--- src/rtl/cpu_pkg.sv ---
`default_nettype none
// ============================================================================
// Module      : cpu_pkg
// Description : Shared definitions for the 4-bit CPU slice. Holds the
//               sequencer state enum and the opcode constants that the ALU
//               decodes from the instruction register.
// Revision    : 1.0 - initial release
// ============================================================================
package cpu_pkg;

  // Sequencer states: one instruction takes FETCH -> LATCH -> EXEC.
  typedef enum logic [1:0] {
    ST_IDLE  = 2'd0,
    ST_FETCH = 2'd1,
    ST_LATCH = 2'd2,
    ST_EXEC  = 2'd3
  } state_e;

  // Opcodes carried in IR[7:4]; the immediate lives in IR[3:0].
  localparam logic [3:0] OP_ADD_A  = 4'h0;  // A   <= A + imm
  localparam logic [3:0] OP_MOV_AB = 4'h1;  // A   <= B
  localparam logic [3:0] OP_IN_A   = 4'h2;  // A   <= in
  localparam logic [3:0] OP_MOV_A  = 4'h3;  // A   <= imm
  localparam logic [3:0] OP_MOV_BA = 4'h4;  // B   <= A
  localparam logic [3:0] OP_ADD_B  = 4'h5;  // B   <= B + imm
  localparam logic [3:0] OP_IN_B   = 4'h6;  // B   <= in
  localparam logic [3:0] OP_MOV_B  = 4'h7;  // B   <= imm
  localparam logic [3:0] OP_OUT_B  = 4'h9;  // OUT <= B
  localparam logic [3:0] OP_OUT_I  = 4'hB;  // OUT <= imm
  localparam logic [3:0] OP_JNC    = 4'hE;  // pc  <= imm when carry clear
  localparam logic [3:0] OP_JMP    = 4'hF;  // pc  <= imm

endpackage
`default_nettype wire

--- src/rtl/cpu_sequencer_sync2.sv ---
`default_nettype none
// ============================================================================
// Module      : sync2
// Description : Two-flop synchronizer for the 4-bit asynchronous input port.
//               Both stages clear to zero on reset.
// Ports       : clk  - clock
//               nrst - synchronous active-low reset
//               d    - asynchronous input
//               q    - second-stage (synchronized) value
// Revision    : 1.0 - initial release
// ============================================================================
module sync2 (
  input  logic       clk,
  input  logic       nrst,
  input  logic [3:0] d,
  output logic [3:0] q
);

  logic [3:0] meta_q;
  logic [3:0] sync_q;

  always_ff @(posedge clk) begin
    if (!nrst) begin
      meta_q <= 4'd0;
      sync_q <= 4'd0;
    end else begin
      meta_q <= d;
      sync_q <= meta_q;
    end
  end

  assign q = sync_q;

endmodule
`default_nettype wire

--- src/rtl/cpu_sequencer.sv ---
`default_nettype none
// ============================================================================
// Module      : cpu_sequencer
// Description : Instruction sequencer for a 4-bit CPU. Fetches an 8-bit word
//               from ROM, latches it into IR, presents it to an external ALU
//               and commits the ALU's decode results (register writes, carry,
//               jump) at the end of EXEC.
// Ports       : clk, nrst          - clock, synchronous active-low reset
//               run, step          - free-run level / single-step pulse
//               rom_en, rom_addr   - ROM read strobe and address (= pc)
//               rom_data           - ROM word, valid the cycle after rom_en
//               in_port            - asynchronous input (synchronized inside)
//               alu_cmd, alu_imd   - IR fields to the ALU
//               alu_a, alu_b       - registers A and B
//               alu_in, alu_ci     - synchronized input, carry flag
//               alu_wa/wb/wo       - ALU write enables for A, B, OUT
//               alu_jump, alu_co   - ALU jump request and carry out
//               alu_data           - ALU result
//               out_port, pc       - OUT register, program counter
//               busy, instr_done   - not-idle flag, per-instruction pulse
// Revision    : 1.0 - initial release
// ============================================================================
module cpu_sequencer
  import cpu_pkg::*;
(
  input  logic       clk,
  input  logic       nrst,
  input  logic       run,
  input  logic       step,
  output logic       rom_en,
  output logic [3:0] rom_addr,
  input  logic [7:0] rom_data,
  input  logic [3:0] in_port,
  output logic [3:0] alu_cmd,
  output logic [3:0] alu_imd,
  output logic [3:0] alu_a,
  output logic [3:0] alu_b,
  output logic [3:0] alu_in,
  output logic       alu_ci,
  input  logic       alu_wa,
  input  logic       alu_wb,
  input  logic       alu_wo,
  input  logic       alu_jump,
  input  logic       alu_co,
  input  logic [3:0] alu_data,
  output logic [3:0] out_port,
  output logic [3:0] pc,
  output logic       busy,
  output logic       instr_done
);

  state_e     state_q, state_d;
  logic [3:0] pc_q,    pc_d;
  logic [3:0] a_q,     a_d;
  logic [3:0] b_q,     b_d;
  logic [3:0] out_q,   out_d;
  logic [7:0] ir_q,    ir_d;
  logic       c_q,     c_d;
  logic       done_q,  done_d;

  sync2 u_sync2 (
    .clk  (clk),
    .nrst (nrst),
    .d    (in_port),
    .q    (alu_in)
  );

  always_ff @(posedge clk) begin
    if (!nrst) begin
      state_q <= ST_IDLE;
      pc_q    <= 4'd0;
      a_q     <= 4'd0;
      b_q     <= 4'd0;
      out_q   <= 4'd0;
      ir_q    <= 8'd0;
      c_q     <= 1'b0;
      done_q  <= 1'b0;
    end else begin
      state_q <= state_d;
      pc_q    <= pc_d;
      a_q     <= a_d;
      b_q     <= b_d;
      out_q   <= out_d;
      ir_q    <= ir_d;
      c_q     <= c_d;
      done_q  <= done_d;
    end
  end

  always_comb begin
    state_d = state_q;
    pc_d    = pc_q;
    a_d     = a_q;
    b_d     = b_q;
    out_d   = out_q;
    ir_d    = ir_q;
    c_d     = c_q;
    done_d  = 1'b0;

    case (state_q)
      ST_IDLE: begin
        // run and step lead to the same place; step is only honoured here.
        if (run || step) begin
          state_d = ST_FETCH;
        end
      end
      ST_FETCH: begin
        state_d = ST_LATCH;
      end
      ST_LATCH: begin
        ir_d    = rom_data;
        state_d = ST_EXEC;
      end
      ST_EXEC: begin
        if (alu_wa) a_d   = alu_data;
        if (alu_wb) b_d   = alu_data;
        if (alu_wo) out_d = alu_data;
        c_d    = alu_co;
        // 4-bit add wraps 15 -> 0 naturally.
        pc_d   = alu_jump ? alu_data : pc_q + 4'd1;
        done_d = 1'b1;
        // run is re-sampled only here, so a mid-instruction drop still
        // lets the current instruction finish.
        state_d = run ? ST_FETCH : ST_IDLE;
      end
      default: begin
        state_d = ST_IDLE;
      end
    endcase
  end

  assign rom_en     = (state_q == ST_FETCH);
  assign rom_addr   = pc_q;
  assign busy       = (state_q != ST_IDLE);
  assign instr_done = done_q;
  // IR is stable outside LATCH, so the ALU sees the held IR fields in every
  // state and the decoded fields in EXEC.
  assign alu_cmd    = ir_q[7:4];
  assign alu_imd    = ir_q[3:0];
  assign alu_a      = a_q;
  assign alu_b      = b_q;
  assign alu_ci     = c_q;
  assign out_port   = out_q;
  assign pc         = pc_q;

endmodule
`default_nettype wire

--- config.mk ---
export PLATFORM = sky130hd
export DESIGN_NAME = cpu_sequencer
export DESIGN_NICKNAME = d
export VERILOG_FILES = /design/src/rtl/cpu_pkg.sv /design/src/rtl/cpu_sequencer_sync2.sv /design/src/rtl/cpu_sequencer.sv
export SDC_FILE = /design/constraint.sdc
export NUM_CORES = 1
export LEC_CHECK = 0
export BUFFER_PORTS_ARGS = -buffer_cell sky130_fd_sc_hd__buf_2
export CAP_MARGIN = 20
export CORE_UTILIZATION = 41
export CTS_CLUSTER_SIZE = 16
export DETAILED_ROUTE_END_ITERATION = 8
export GPL_TIMING_DRIVEN = 1
export PLACE_DENSITY_LB_ADDON = 0.15
export SLEW_MARGIN = 15
export SYNTH_ARGS = -nofsm -noshare
export SYNTH_HDL_FRONTEND = slang
export SYNTH_SLANG_ARGS = --single-unit
--- constraint.sdc ---
create_clock -name clk -period 1.35 [get_ports clk]
set_input_delay 0.135 -clock clk [delete_from_list [all_inputs] [get_ports clk]]
set_output_delay 0.135 -clock clk [all_outputs]
set_load 0.05 [all_outputs]
==> impl_metrics.tcl, run 1 <==
set metrics [dict create \
    outcome "complete, no violations" \
    ys_seq_area_share_pct 51.2 \
    max_clock_freq_mhz 762 \
    drive_gt1_share_pct 39.6 \
    hold_depth 2 \
    clock_skew_ps 8.28 \
    drtIter0Drc 48 \
    grt_remaining_overflow 0 \
    r2r_slack_ps 40 \
    via_count 1270 \
    fin_crit_ps 1310 \
    drc_errors 0 \
    cts-root-buf "clkbuf_4" \
    syn_area_um2 1410 \
    avgSynthCellArea_um2 9.38 \
    irDropWorstVdd_v 0.00102 \
    seqPwrFrac_pct 40.4 \
    synth_nets 181 \
    wl_per_cell_um 11.7 \
    period_share_pct 97.2 \
    fp.dieH_um 60.6 \
    p_sw_share_pct 39.8 \
    fin_nets 247 \
    syn_inst 150 \
    fin_util_pct 59.4 \
    regArea_um2 727 \
    hold_path.class "in2reg" \
    cts_buffer_depth 2 \
    nFillCells 296 \
    cts_inserted_buffers 5 \
    cts.clk_slew.worst_paths_ps 100 \
    rr_worst_depth 6 \
    crit_fanout 4 \
    synth_top_area_share_pct 51.2 \
    start_kind "register" \
    tns_ps 0 \
    rr_endpoint "state_q[0]" \
    min_from "in_port[2]" \
    initial_core_util_pct 44.6 \
    core_area_um2 3150 \
    internal_power_w 0.00190 \
    grt_pass1_vias 1168 \
    htreeDepth 2 \
    cts_tree "yes" \
    antenna_left 0 \
    clock_sinks 36 \
    path_class "reg2reg" \
    grt_use_total_pct 18.0 \
    cp_data_required_time_ps 1560 \
    gp_congestion 0.756 \
    synthTopCellsByArea "dfxtp_1 51%, mux2i_1 7.8%, a21oi_1 5.3%" \
    area_delta_synth_final_pct 33.3 \
    ys_ff_latch 36 \
    fp.dieW_um 60.6 \
    grt_pass1_wl_mm 4.80 \
    arrival_ps 1520 \
    rr_startpoint "state_q[0]" \
    antenna_found_initial 0 \
    combPwrFrac_pct 41.2 \
    multiInputGateArea_um2 616 \
    clkLatencyLatePin_ps 330 \
    hold_slack_ps 12.7 \
    drt_first_pass_iters 4 \
    p_per_area_nw_per_um2 1680 \
    viasPerCell 4.87 \
    drv_slew 0 \
    num_antenna_cells 0 \
    p_leak_nw 0.862 \
    p_total_w 0.00316 \
    finalHoldViolCount 0 \
    yosysTopAreaCell "dfxtp_1" \
    slew_headroom_pct 82.6 \
    p_sw_w 0.00126 \
    fp.dieArea_um2 3670 \
    place_hpwl_mm 2.21 \
    cp-end-kind "register" \
    port_buffers 60 \
    dpl_cell_area_um2 1730 \
    yosysWarnings 0 \
    final_area_um2 1870 \
    yosysUniqueCellTypes 26 \
    wl_mm 3.06 \
    fp-row-count 20 \
    grt_max_degree 17 \
    cap_violations 0 \
    setup_viol 0 \
    ioPinCount 61 \
    worst_pin_slew_ps 261 \
    worstHoldEndpoint "u_sync2.meta_q[2]" \
    pwr-share-clk_pct 18.4 \
]
[per-layer routing]
layer / global-route usage [%] / vias to the layer above / wire length [um]
met3: 6.18 / 7 / 186
met5: 0 / - / 0
li1: - / 630 / -
met1: 19.7 / 588 / 1300
met4: 9.09 / 0 / 58
met2: 31.1 / 45 / 1510
[per-stage QoR]
stage               setup slack, ps  std cells
floorplan                      62.7        150
global placement               87.4        247
detailed placement            -91.3        247
CTS                            4.75        260
global route                  -12.3        261
finish                         37.9        261
[power groups by stage]
| stage | logic, W | clock network [W] | registers [W] |
|---|---|---|---|
| detailed placement | 0.00114 | 0 | 0.00129 |
| global route | 0.00140 | 0.000655 | 0.00129 |
| floorplan | 0.000606 | 0 | 0.00158 |
| finish | 0.00130 | 0.000582 | 0.00127 |
| CTS | 0.00124 | 0.000610 | 0.00127 |
| global placement | 0.00111 | 0 | 0.00128 |
[logic make-up (layout without fill, tap and decap cells)]
logic type / count (synthesis) / after routing / share of synthesized area [%]
buffers and inverters: 16 / 83 / 6.23
AO/OA/AOI/OAI: 22 / 22 / 8.81
AND/OR/NAND/NOR: 59 / 59 / 20.6
flip-flops: 36 / 36 / 51.2
multiplexers: 11 / 11 / 7.83
adder cells (fa/ha/maj): 6 / 6 / 5.34
[how the worst max path moves through the flow]
| stage | from | to | slack [ps] |
|---|---|---|---|
| after detailed placement | state_q[0] | state_q[0] | -90 |
| after global routing | state_q[0] | rom_en | -10 |
| final | state_q[0] | state_q[0] | 40 |
| after floorplan | state_q[0] | state_q[1] | 60 |
| after CTS | state_q[0] | rom_en | 5 |
| after global placement | state_q[0] | state_q[0] | 90 |
[cell usage after synthesis (all sizes together)]
| cell | instances |
|---|---|
| a211oi | 1 |
| o21ai | 2 |
| or4b | 1 |
| buf | 8 |
| inv | 3 |
| mux2i | 11 |
| dfxtp | 36 |
| or2b | 1 |
| ha | 6 |
| a32o | 1 |
| nand2 | 17 |
| nor2 | 11 |
| clkbuf | 4 |
| nand2b | 3 |
| nand3 | 14 |
| a31oi | 2 |
| a21oi | 15 |
| o32ai | 1 |
| and2 | 9 |
| nor3b | 1 |
| clkinv | 1 |
| nand3b | 1 |
| nor2b | 1 |
[registers in the layout, summed over array words and instances (netlist names)]
name and flops:
alu_ci 1, ir_q 8, u_sync2.meta_q 4, state_q 2
instr_done 1, pc 4, u_sync2.q 4, out_port 4
alu_a 4, alu_b 4
[placed cells by master, fill, tap and decap left out]
| master | n |
|---|---|
| ha_1 | 4 |
| inv_2 | 3 |
| nand3_1 | 14 |
| or4b_1 | 1 |
| clkinv_1 | 1 |
| nand2b_1 | 3 |
| a31oi_1 | 2 |
| buf_4 | 8 |
| ha_2 | 2 |
| a32o_1 | 1 |
| nand2_1 | 17 |
| nand3b_1 | 1 |
| clkbuf_1 | 2 |
| dlygate4sd3_1 | 3 |
| nor3b_2 | 1 |
| nor2b_1 | 1 |
| a211oi_1 | 1 |
| dfxtp_1 | 31 |
| nor2_1 | 11 |
| clkbuf_8 | 1 |
| or2b_1 | 1 |
| buf_2 | 58 |
| and2_1 | 9 |
| dfxtp_2 | 5 |
| clkbuf_4 | 5 |
| o21ai_0 | 2 |
| mux2i_1 | 11 |
| a21oi_1 | 15 |
| o32ai_2 | 1 |
| buf_6 | 2 |
[layout make-up]
cell class | instances | area share (%)
clock buffer | 8 | 3.14
inverter | 4 | 0.801
multi-input combinational | 98 | 32.8
sequential | 36 | 38.8
tap | 44 | 2.94
timing repair buffer | 71 | 21.5
[critical path, cell delays in order, from the launching register on]
cell and delay [ps]:
dfxtp_2 370, inv_2 60, ha_2 190, nor3b_2 160
buf_4 140, a21oi_1 160, o32ai_2 110
[repair_timing]
action                                  4_1_cts  5_1_grt
endpoints found under the setup margin       12       10
hold buffers                                  3        0
hold endpoints to repair                      3        0
gates resized for setup                       8        5
setup buffers                                 2        1
No activity file was read; power rests on OpenSTA's default activity.
==> inputs of run 2 (changes only) <==
ABC_AREA = 1   (was not set)
CORE_UTILIZATION = 46   (was 41)
clock period = 1.3 ns   (was 1.35 ns; I/O delays follow)
==> run 2 against run 1 <==
The run now ends with design-rule violations left. Clock skew about the same. Flip-flop and latch count unchanged. Global-route usage up 1.1 points. Area after synthesis down 0.53%. Largest cell class unchanged. Largest power group unchanged. Highest routed layer unchanged.
==> impl_metrics.tcl, run 2 <==
set metrics [dict create \
    cts.clk_slew.worst_paths_ps 100 \
    nFillCells 239 \
    fin_nets 280 \
    synth_ff_type "dfxtp_1" \
    grt_use_total_pct 19.2 \
    min_from "rom_data[2]" \
    htreeDepth 2 \
    fin_util_pct 68.2 \
    grt_pass1_wl_mm 4.71 \
    synth_edf_count 0 \
    wl_per_cell_um 10.3 \
    grt_max_degree 22 \
    p_per_area_nw_per_um2 2020 \
    tns_ps 0 \
    num_antenna_cells 0 \
    fin_crit_ps 1260 \
    grt_remaining_overflow 0 \
    final_common_cell "buf_2" \
    p_sw_w 0.00161 \
    syn_area_um2 1400 \
    wl_mm 2.89 \
    ys_ff_latch 36 \
    yosysTopAreaCell "dfxtp_1" \
    rsz0062_at_grt "yes" \
    synthArstFlopShare_pct 0 \
    rr_startpoint "state_q[1]" \
    final_area_um2 1930 \
    crit_fanout 4 \
    fp.dieArea_um2 3270 \
    synthTopCellsByCount "47 x nor2_1, 36 x dfxtp_1, 26 x o21ai_0, 22 x nand2_1, 20 x inv_1" \
    final_cell_mix "58 x buf_2, 47 x nor2_1, 32 x dfxtp_1" \
    synth_nets 212 \
    wl_met1_mm 1.35 \
    internal_power_w 0.00229 \
    synth_top_area_share_pct 51.5 \
    yosysWarnings 0 \
    violations "design-rule violations" \
    drc_errors 11 \
    critPathLaunch "state_q[1]" \
    core_area_um2 2830 \
    irDropWorstVdd_v 0.00170 \
    drive_gt1_share_pct 34.8 \
    cts_buffer_depth 2 \
    seqPwrFrac_pct 35.9 \
    drtIter0Drc 47 \
    combPwrFrac_pct 42.2 \
    ioPinCount 61 \
    gp_congestion 0.756 \
    area_delta_synth_final_pct 37.8 \
    cts_inserted_buffers 5 \
    setup_viol 0 \
    clkLatencyLatePin_ps 330 \
    largest_reg_flops 8 \
    arrival_ps 1130 \
    fp.dieH_um 57.1 \
    dr.max_layer_used "met4" \
    antenna_found_initial 0 \
    syn_inst 181 \
    viasPerCell 4.58 \
    place_ws_ps 72.7 \
    cap_violations 0 \
    dr_wl_met3_um 169 \
    cts_tree "yes" \
    p_leak_nw 1.05 \
    fp-row-count 19 \
    regMostFlops "ir_q" \
    finalHoldViolCount 0 \
    antenna_left 0 \
    drt_first_pass_iters 6 \
    period_share_pct 97.2 \
    port_buffers 60 \
    synthTopCellsByArea "dfxtp_1 52%, nor2_1 13%, o21ai_0 9.3%" \
    dpl_cell_area_um2 1730 \
    via_count 1288 \
    initial_core_util_pct 49.4 \
    avgSynthCellArea_um2 7.73 \
    fp.dieW_um 57.1 \
    yosysMostFrequentCell "nor2_1" \
    slew_headroom_pct 82.8 \
    hold_path.class "in2reg" \
    worst_pin_slew_ps 259 \
    routed-wl-met2_mm 1.31 \
    cp_data_required_time_ps 1170 \
    grt_pass1_vias 1117 \
    ys_seq_area_share_pct 51.5 \
    yosysUniqueCellTypes 13 \
    place_hpwl_mm 2.00 \
    pwr-share-clk_pct 21.9 \
    clock_skew_ps 8.73 \
    clock_sinks 36 \
    path_class "reg2out" \
    outcome "complete, but fails checks" \
    cts-root-buf "clkbuf_4" \
    cp-end-kind "output port" \
    p_sw_share_pct 41.2 \
    drv_slew 0 \
    start_kind "register" \
    finalWorstSetupSlack_ps 36.7 \
    max_clock_freq_mhz 792 \
]
==> run 2: power by group through the flow <==
stage | sequential [W] | combinational [W] | clock, W
after floorplan | 0.00193 | 0.000617 | 0
after detailed placement | 0.00143 | 0.00145 | 0
after global routing | 0.00142 | 0.00177 | 0.000928
final | 0.00140 | 0.00165 | 0.000853
after CTS | 0.00140 | 0.00162 | 0.000872
after global placement | 0.00142 | 0.00144 | 0
==> run 2: per-stage QoR <==
step | total power, W | hold slack (ps) | cells
finish | 0.00390 | 27.1 | 281
global route | 0.00412 | 4.92 | 281
CTS | 0.00389 | 9.82 | 281
detailed placement | 0.00287 | 317 | 266
global placement | 0.00286 | 315 | 266
floorplan | 0.00254 | 228 | 181
==> run 2: kinds of logic after synthesis <==
logic type      count (synthesis)  synth area share (%)
fa+ha+maj                       6                  5.37
compound gates                 34                  12.2
simple gates                   76                  21.4
flops                          36                  51.5
buf+inv                        29                  9.57
==> run 2: path summary, 6_finish.rpt <==
kind              slack [ps]            to  depth (start not counted)
setup / recovery          40          busy                          4
hold / removal            30       ir_q[2]                          3
setup reg to reg         100         pc[2]                          9
hold reg to reg          420  u_sync2.q[2]                          2
==> run 2: what timing repair did <==
action / in CTS / in global routing
setup buffers: 3 / 0
endpoints found under the setup margin: 2 / 24
pin swaps: 0 / 0
hold buffers: 4 / 0
hold endpoints to repair: 4 / 0
resized for setup: 9 / 7
==> run 2: metal layers <==
metal	up-vias	GRT usage, %
met1	542	23.1
met5	-	0
met2	41	30.6
met3	9	5.44
li1	696	-
met4	0	11.1
==> run 2: cell type report <==
class / count / area [um^2] / area share (%)
clock buffers: 7 / 65.1 / 3.37
clock inverters: 1 / 30.0 / 1.56
inverters: 21 / 78.8 / 4.09
multi-input cells: 116 / 574 / 29.8
flip-flops and latches: 36 / 726 / 37.6
well taps: 31 / 38.8 / 2.01
repair buffers: 69 / 415 / 21.5
==> run 2: worst max-delay path: stages (launching register included) <==
cell and delay, ps:
dfxtp_2 360, inv_2 70, ha_4 170, inv_1 60, buf_6 150
